### src/rtl/cfg_chain_sequencer.sv
// cfg_chain_sequencer
//   Loads one configuration frame into the serial static+dynamic config chain.
//   The parallel frame is shifted out MSB first on sdi while sel is high. The
//   chain's previous contents are captured from sdo into rdbk at the same time.
//   An optional second pass re-shifts the same frame. That pass reads back what
//   was just loaded, and the result is reported on mismatch.
//
// Ports
//   clk        system clock, rising edge
//   rst        synchronous reset, active high
//   start_vld  load request; accepted when start_rdy is high
//   start_rdy  high only while idle
//   cfg_data   frame to load, bit TOTAL-1 is shifted first
//   verify_en  sampled with the request: run the readback/verify pass
//   abort      terminate the frame currently being shifted
//   sel        chain shift enable / frame select
//   sdi        serial data into the chain
//   sdo        serial data from the chain's last flop
//   rdbk       bits shifted out of the chain during the last pass(es)
//   busy       high whenever not idle
//   done       one-cycle pulse at the end of a sequence
//   mismatch   verify/abort result, valid with done, held until next accept
module cfg_chain_sequencer #(
    parameter int SIZESRSTAT = 88,
    parameter int SIZESRDYN  = 16,
    parameter int GAP_CYC    = 4
) (
    input  logic                               clk,
    input  logic                               rst,
    input  logic                               start_vld,
    output logic                               start_rdy,
    input  logic [SIZESRSTAT+SIZESRDYN-1:0]    cfg_data,
    input  logic                               verify_en,
    input  logic                               abort,
    output logic                               sel,
    output logic                               sdi,
    input  logic                               sdo,
    output logic [SIZESRSTAT+SIZESRDYN-1:0]    rdbk,
    output logic                               busy,
    output logic                               done,
    output logic                               mismatch
);

    localparam int TOTAL = SIZESRSTAT + SIZESRDYN;
    localparam int CW    = $clog2(TOTAL);
    localparam int GW    = $clog2(GAP_CYC + 1);
    localparam logic [CW-1:0] LAST_BIT = CW'(TOTAL - 1);
    localparam logic [GW-1:0] LAST_GAP = GW'(GAP_CYC - 1);

    typedef enum logic [2:0] {
        S_IDLE, S_LOAD, S_GAP1, S_VRFY, S_GAP2, S_FIN
    } state_t;

    state_t            state, state_next;
    logic [CW-1:0]     bit_cnt, bit_cnt_next;
    logic [GW-1:0]     gap_cnt, gap_cnt_next;
    logic [TOTAL-1:0]  frame;
    logic              verify;
    logic              aborted;
    logic              accept;
    logic              shifting;
    logic              shift_next;
    logic              sdi_next;
    logic [TOTAL-1:0]  frame_src;
    logic [CW-1:0]     bit_idx;
    logic [TOTAL-1:0]  rdbk_shifted;

    assign start_rdy = (state == S_IDLE);
    assign busy      = (state != S_IDLE);
    assign done      = (state == S_FIN);

    // Next state, counters, and the next serial bit.
    // sel/sdi are registered from the next-state view. Because of that, the
    // first bit is already on sdi in the first LOAD cycle.
    always_comb begin
        state_next   = state;
        bit_cnt_next = bit_cnt;
        gap_cnt_next = gap_cnt;
        accept       = start_vld && (state == S_IDLE);
        shifting     = (state == S_LOAD) || (state == S_VRFY);

        case (state)
            S_IDLE: begin
                if (accept) begin
                    state_next   = S_LOAD;
                    bit_cnt_next = '0;
                end
            end
            S_LOAD, S_VRFY: begin
                if (abort || (bit_cnt == LAST_BIT)) begin
                    state_next   = (state == S_LOAD) ? S_GAP1 : S_GAP2;
                    bit_cnt_next = '0;
                    gap_cnt_next = '0;
                end else begin
                    bit_cnt_next = bit_cnt + 1'b1;
                end
            end
            S_GAP1, S_GAP2: begin
                if (gap_cnt == LAST_GAP) begin
                    gap_cnt_next = '0;
                    // An aborted load skips the verify pass entirely.
                    if ((state == S_GAP1) && verify && !aborted)
                        state_next = S_VRFY;
                    else
                        state_next = S_FIN;
                end else begin
                    gap_cnt_next = gap_cnt + 1'b1;
                end
            end
            S_FIN:   state_next = S_IDLE;
            default: state_next = S_IDLE;
        endcase

        shift_next   = (state_next == S_LOAD) || (state_next == S_VRFY);
        frame_src    = accept ? cfg_data : frame;
        bit_idx      = LAST_BIT - bit_cnt_next;
        sdi_next     = shift_next ? frame_src[bit_idx] : 1'b0;
        rdbk_shifted = {rdbk[TOTAL-2:0], sdo};
    end

    // State register, serial outputs, frame latch, and readback/verify capture.
    // The mismatch compare uses the shifted value so that the final captured
    // bit is included.
    always_ff @(posedge clk) begin
        if (rst) begin
            state    <= S_IDLE;
            bit_cnt  <= '0;
            gap_cnt  <= '0;
            frame    <= '0;
            verify   <= 1'b0;
            aborted  <= 1'b0;
            sel      <= 1'b0;
            sdi      <= 1'b0;
            rdbk     <= '0;
            mismatch <= 1'b0;
        end else begin
            state   <= state_next;
            bit_cnt <= bit_cnt_next;
            gap_cnt <= gap_cnt_next;
            sel     <= shift_next;
            sdi     <= sdi_next;
            if (accept) begin
                frame    <= cfg_data;
                verify   <= verify_en;
                aborted  <= 1'b0;
                mismatch <= 1'b0;
                rdbk     <= '0;
            end else begin
                if (sel)
                    rdbk <= rdbk_shifted;
                if (shifting && abort) begin
                    aborted  <= 1'b1;
                    mismatch <= 1'b1;
                end else if ((state == S_VRFY) && (bit_cnt == LAST_BIT)) begin
                    mismatch <= (rdbk_shifted != frame);
                end
            end
        end
    end

endmodule

### config.mk
export PLATFORM = sky130hd
export DESIGN_NAME = cfg_chain_sequencer
export DESIGN_NICKNAME = d
export VERILOG_FILES = /design/src/rtl/cfg_chain_sequencer.sv
export SDC_FILE = /design/constraint.sdc
export NUM_CORES = 1
export LEC_CHECK = 0
export BUFFER_PORTS_ARGS = -buffer_cell sky130_fd_sc_hd__buf_4
export CELL_PAD_IN_SITES_DETAIL_PLACEMENT = 1
export CELL_PAD_IN_SITES_GLOBAL_PLACEMENT = 2
export CORE_MARGIN = 5
export CORE_UTILIZATION = 35
export CTS_CLUSTER_DIAMETER = 30
export DETAILED_ROUTE_END_ITERATION = 12
export GPL_TIMING_DRIVEN = 0
export PLACE_DENSITY = 0.85
export SYNTH_ARGS = -nofsm -noshare
export SYNTH_HDL_FRONTEND = slang
export SYNTH_SLANG_ARGS = --single-unit
### constraint.sdc
create_clock -name clk -period 5.7 [get_ports clk]
set_input_delay 0.855 -clock clk [delete_from_list [all_inputs] [get_ports clk]]
set_output_delay 0.855 -clock clk [all_outputs]
set_load 0.02 [all_outputs]
==> results.cfg, run 1 <==
[critical_path]
ff2ff_path_depth = 15
cp_max_fo = 10
rrSetupSlack_ns = 0.39
cp.required_ns = 6.14
r2r-end = sdi$_SDFF_PP0_
endpoint = sdi$_SDFF_PP0_
critPathLaunchType = register
r2r_start = bit_cnt[0]$_SDFF_PP0_
end_kind = register
cp_data_arrival_time_ns = 5.75
crit_start = bit_cnt[0]$_SDFF_PP0_
crit_type = register to register

[placed_design]
post-place-ws_ns = 0.4740
gp_congestion = 0.9191
hpwl_um = 33560
port_buffers = 219
place_inst = 1871
place_area_mm2 = 0.01264

[die]
row_count = 63
io_pins = 220
die_y_um = 183.3
core_area_mm2 = 0.02964
die_w_um = 183.3
initial_core_util_pct = 35.47
die-area_mm2 = 0.03360

[synthesis]
yosys_warnings = 0
ys_seq_area_share_pct = 43.04
synth_ff_type = dfxtp_1
synth-simple-area-share_pct = 19.38
netlist_instances = 1262
synthXorXnorAreaFrac_pct = 9.164
synth.area.mux_share_pct = 12.49
synth_cell_type_count = 60
ys_async_sr_fraction_pct = 0
synth_top_family_by_area = simple AND/OR/NAND/NOR gates
synth_area_per_cell_um2 = 8.330
syn_nets = 1375
synth_edf_count = 0
synthAdderAreaFrac_pct = 0.3571
ys_ff_latch = 226
syn_area_mm2 = 0.01051
synth_compound_area_share_pct = 11.96

[power]
intPower_mw = 4.195
power.density_mw_per_mm2 = 384.7
power_frac_comb_pct = 10.6
power_frac_seq_pct = 30.2
ir_worst_vdd_mv = 0.2254
swShare_pct = 25.53
leakagePower_nw = 5.955
switchingPower_mw = 1.438
clock_power_share_pct = 59.2

[timing]
drv_slew = 0
rsz0062_at_grt = no
whs_ns = 0.4394
min_period_ns = 5.308
hold_viol = 0
tightest_slew_ns = 1.007
max-slew-margin-rel_pct = 32.90
period_share_pct = 93.13
fin_worst_skew_ns = 0.01342
fmax_mhz = 188.4
setup_viol = 0
setup-tns-final_ns = 0
setup_ws_ns = 0.3916

[route]
drt.antenna.violating_nets = 0
vias = 10412
wl_per_cell_um = 22.73
via_per_inst = 5.261
dr.pass1.iters = 6
drtIter0Drc = 663
drt_wl_total_um = 44980
drc = 0

[hold_path]
hold_path_startpoint = gap_cnt[2]$_SDFFE_PP0P_
worstHoldPathType = register to register

[clock_tree]
cts.sinks = 226
numCtsBuffers = 57
clk_path_buf_depth = 3
hold_buffers = 0
clk-insertion-delay-late_ns = 0.57
cts-resized-gates = 0
cts_tree = yes
cts_setup_buffers = 0
htreeDepth = 2
clkTransAtPathRegs_ns = 0.04
root_buffer = clkbuf_16

[cells_and_area]
final_nets = 1653
n_antenna_cell = 0
fin_area_mm2 = 0.01465
stdcell_count = 1979
flow.area_growth_from_synthesis_pct = 39.31
drive_gt1_share_pct = 21.08

[grt]
grt.overflow.total = 0
antenna_found_initial = 0
grt_pass1_wl_um = 66870
grt_use_total_pct = 25.87
grt_pass1_vias = 10931
grt_max_degree = 15

[run]
cap_violations = 0

[status]
status = finished, final reports clean
-- cell type report --
type / count / area, um2
clock inverters: 31 / 376.6
flip-flops and latches: 226 / 4524
clock buffers: 77 / 1624
plain buffers: 87 / 357.8
multi-input cells: 943 / 5608
well taps: 390 / 488.0
fillers: 3566 / 14990
repair buffers: 219 / 1644
inverters: 6 / 22.52
-- critical path, cell delays in order (launching register included) --
cell and delay (ns):
dfxtp_1 0.47, ha_1 0.28, and3_1 0.17, clkbuf_1 0.24, a21oi_1 0.16, a22oi_1 0.84
clkbuf_1 0.56, clkbuf_1 0.61, ha_1 0.35, clkbuf_1 0.29, and3_1 0.25, o221ai_1 0.08
o41ai_1 0.15, nor4_1 0.24, a22oi_1 0.16, a41oi_1 0.31
-- cell usage after synthesis (9+ instances only) --
master    instances  area, um2
nand2_1         265      994.7
dfxtp_1         226       4524
mux2i_1         130       1301
nor2_1          129      484.2
a21oi_1         120      600.6
clkbuf_1         67      251.5
xnor2_1          67      586.8
xor2_1           43      376.6
o21ai_0          23      115.1
nand4_1          20      125.1
nor4_1           20      125.1
nand3_1          18      90.09
a31oi_1          16      100.1
a211oi_1          9      67.56
buf_1             9      33.78
nor3_1            9      45.04
-- power by group through the flow --
stage          Clock (mW)  Combinational (mW)  Sequential [mW]
2_1_floorplan           0               0.341             1.71
3_3_place_gp            0               0.583             1.72
3_5_place_dp            0               0.587             1.73
4_1_cts              3.36               0.593             1.70
5_1_grt              3.45               0.640             1.71
6_report             3.34               0.598             1.70
-- sequential cells by signal (all words and copies together) (netlist names), 3 cells and up --
register / cells
frame: 104
gap_cnt: 3
bit_cnt: 7
state: 3
rdbk: 104
-- routing by layer --
layer | vias to the layer above | wire length (um) | GRT usage [%]
li1 | 4891 | - | -
met3 | 98 | 2985 | 5.256
met2 | 351 | 21000 | 43.40
met1 | 5072 | 19640 | 33.48
met5 | - | 0 | 0
met4 | 0 | 1353 | 8.343
-- kinds of logic after synthesis --
family                     count (synthesis)
AOI/OAI and AO/OA                        213
adders and majority gates                  3
muxes                                    131
DFF                                      226
and+or+nand+nor                          486
xor gates and xnor gates                 110
buffers and inverters                     93
-- metrics by stage --
stage,utilization [%],total power [mW]
finish,49.41,5.633
global route,49.41,5.793
CTS,49.41,5.651
detailed placement,42.66,2.314
global placement,42.66,2.308
floorplan,-,2.054
-- how the worst min path moves through the flow --
stage | end | slack (ns) | depth (start not counted)
after detailed placement | gap_cnt[2]$_SDFFE_PP0P_ | 0.45 | 2
after CTS | gap_cnt[2]$_SDFFE_PP0P_ | 0.45 | 2
after global placement | gap_cnt[2]$_SDFFE_PP0P_ | 0.43 | 2
final | gap_cnt[2]$_SDFFE_PP0P_ | 0.44 | 2
after floorplan | gap_cnt[2]$_SDFFE_PP0P_ | 0.41 | 2
after global routing | gap_cnt[2]$_SDFFE_PP0P_ | 0.47 | 2
-- cells in the final DEF (no fill, tap or decap), types with 3 or more instances in the layout --
cell,Yosys,layout
nand4_1,20,20
nand3_1,18,18
buf_4,2,221
o311ai_0,3,3
ha_1,3,3
o21ai_0,23,23
a22oi_1,4,4
clkbuf_1,67,77
clkinvlp_4,0,7
buf_2,7,7
a211oi_1,9,9
inv_1,5,5
o22ai_1,3,3
clkbuf_16,0,59
nor4_1,20,20
nor3b_1,3,3
a2111oi_0,3,3
xor2_1,43,43
a21oi_1,120,120
clkinv_2,0,15
nor2_1,129,129
a221oi_1,3,3
nor2b_1,5,5
buf_1,9,9
mux2i_1,130,130
a21boi_0,4,4
clkbuf_8,0,8
o211ai_1,3,3
xnor2_1,67,67
dfxtp_1,226,226
nand2b_1,5,5
bufinv_16,0,8
nand2_1,265,265
a31oi_1,16,16
nor3_1,9,9
Power figures use the tool's default switching activity.
==> run 2, diff against run 1 <==
--- a/config.mk
+++ b/config.mk
@@ -9,11 +9,12 @@
 export CELL_PAD_IN_SITES_DETAIL_PLACEMENT = 1
 export CELL_PAD_IN_SITES_GLOBAL_PLACEMENT = 2
 export CORE_MARGIN = 5
-export CORE_UTILIZATION = 35
+export CORE_UTILIZATION = 36
+export CTS_BUF_LIST = sky130_fd_sc_hd__clkbuf_4
 export CTS_CLUSTER_DIAMETER = 30
 export DETAILED_ROUTE_END_ITERATION = 12
 export GPL_TIMING_DRIVEN = 0
-export PLACE_DENSITY = 0.85
+export PLACE_DENSITY = 0.87
 export SYNTH_ARGS = -nofsm -noshare
 export SYNTH_HDL_FRONTEND = slang
 export SYNTH_SLANG_ARGS = --single-unit
==> results.cfg, run 2 (synthesized netlist as in run 1, its figures left out) <==
[power]
leakagePower_nw = 5.504
power.density_mw_per_mm2 = 291.6
p_total_mw = 3.946
ir_worst_vdd_mv = 0.1227

[route]
wl_met2_um = 20710
wl_met1_um = 19320
drtIter0Drc = 734
dr.pass1.iters = 5
via_per_inst = 5.281
drt.antenna.violating_nets = 0
vias = 10472
met3WireLength_um = 2966
drt_wl_total_um = 44190
drc = 0
top_layer = met4
wl_per_cell_um = 22.29

[critical_path]
cp_max_fo = 10
cp.required_ns = 6.25
slowest_delay_ns = 0.80
crit_type = register to register
critPathTopFamily = buffers and inverters
critPathLaunchType = register
cp_cell_sequence = ha_1, and3_1, clkbuf_1, a21oi_1, a22oi_1, clkbuf_1, clkbuf_1, ha_1, clkbuf_1, and3_1, o221ai_1, o41ai_1, nor4_1, a22oi_1, a41oi_1
critPathBufInv = 4
cp_data_arrival_time_ns = 5.74
end_kind = register
slowest_stage = a22oi_1
crit_top_cell = clkbuf_1

[grt]
grt_pass1_wl_um = 66450
grt_pass1_vias = 10852
antenna_found_initial = 1
grt_use_total_pct = 26.08
grt_max_degree = 11
grt.overflow.total = 0

[clock_tree]
cts_setup_buffers = 0
hold_buffers = 0
numCtsBuffers = 69
root_buffer = clkbuf_4
htreeDepth = 3
clk-insertion-delay-late_ns = 0.68
clk_path_buf_depth = 3
clkTransAtPathRegs_ns = 0.06
cts_tree = yes
cts.sinks = 226
cts-resized-gates = 0

[die]
die_y_um = 180.9
row_count = 62
core_area_mm2 = 0.02878
die-area_mm2 = 0.03272
initial_core_util_pct = 36.53
die_w_um = 180.9
io_pins = 220

[timing]
fmax_mhz = 192.8
setup-tns-final_ns = 0
setup_ws_ns = 0.5146
hold_viol = 0
tightest_slew_ns = 1.002
rsz0062_at_grt = no
min_period_ns = 5.185
setup_viol = 0
drv_slew = 0
max-slew-margin-rel_pct = 33.22
fin_worst_skew_ns = 0.03994
period_share_pct = 90.97

[cells_and_area]
final_nets = 1665
mostFrequentLayoutCells = 265 x nand2_1, 226 x dfxtp_1, 221 x buf_4
utilization_pct = 47.02
top_regs = frame (104), rdbk (104), bit_cnt (7)
flow.area_growth_from_synthesis_pct = 28.73
n_fill_cell = 3573
drive_gt1_share_pct = 21.46
final_common_cell = nand2_1
fin_area_mm2 = 0.01353

[hold_path]
worstHoldPathType = primary input to register

[run]
cap_violations = 0

[placed_design]
gp_congestion = 0.9112
hpwl_um = 33640
place_area_mm2 = 0.01264
port_buffers = 219
post-place-ws_ns = 0.6007

[status]
status = finished, final reports clean
[run 2: per-layer routing]
layer  vias up  global-route usage (%)
met2       383                   42.57
li1       4925                       -
met1      5097                   34.27
met5         -                       0
met3        67                   5.791
met4         0                   8.711
[run 2: worst paths after layout]
check	depth (start not counted)	slack, ns	endpoint	start
worst max-delay path	15	0.51	sdi$_SDFF_PP0_	bit_cnt[0]$_SDFF_PP0_
worst min-delay path	3	0.43	frame[50]$_SDFF_PP0_	cfg_data[50]
worst max register to register	15	0.51	sdi$_SDFF_PP0_	bit_cnt[0]$_SDFF_PP0_
worst min register to register	2	0.45	gap_cnt[2]$_SDFFE_PP0P_	gap_cnt[2]$_SDFFE_PP0P_
[run 2: final cells by class]
class                      count  area [um2]  area share (%)
antenna                        1       2.502         0.01849
buffer                        87       357.8           2.644
clock buffer                  97       728.2           5.381
clock inverter                20       165.2           1.220
inverter                       6       22.52          0.1664
multi-input combinational    943        5608           41.44
sequential                   226        4524           33.43
tap                          384       480.5           3.550
timing repair buffer         219        1644           12.15
[run 2: through the flow]
step	hold WS [ns]	cells
2_1_floorplan	0.4149	1262
3_3_place_gp	0.4311	1865
3_5_place_dp	0.4406	1865
4_1_cts	0.3982	1982
5_1_grt	0.4088	1983
6_report	0.4343	1983
[run 2: tightest hold or removal path, stage by stage]
cell and delay (ns):
buf_4 0.11, nand2_1 0.05, a21oi_1 0.05
[run 2: where the power goes]
| part | total, mW | internal, mW | switching, mW | leakage (nW) |
|---|---|---|---|---|
| Sequential | 1.69 | 1.64 | 0.0560 | 1.84 |
| Combinational | 0.598 | 0.218 | 0.380 | 3.14 |
| Clock | 1.65 | 0.919 | 0.735 | 0.522 |
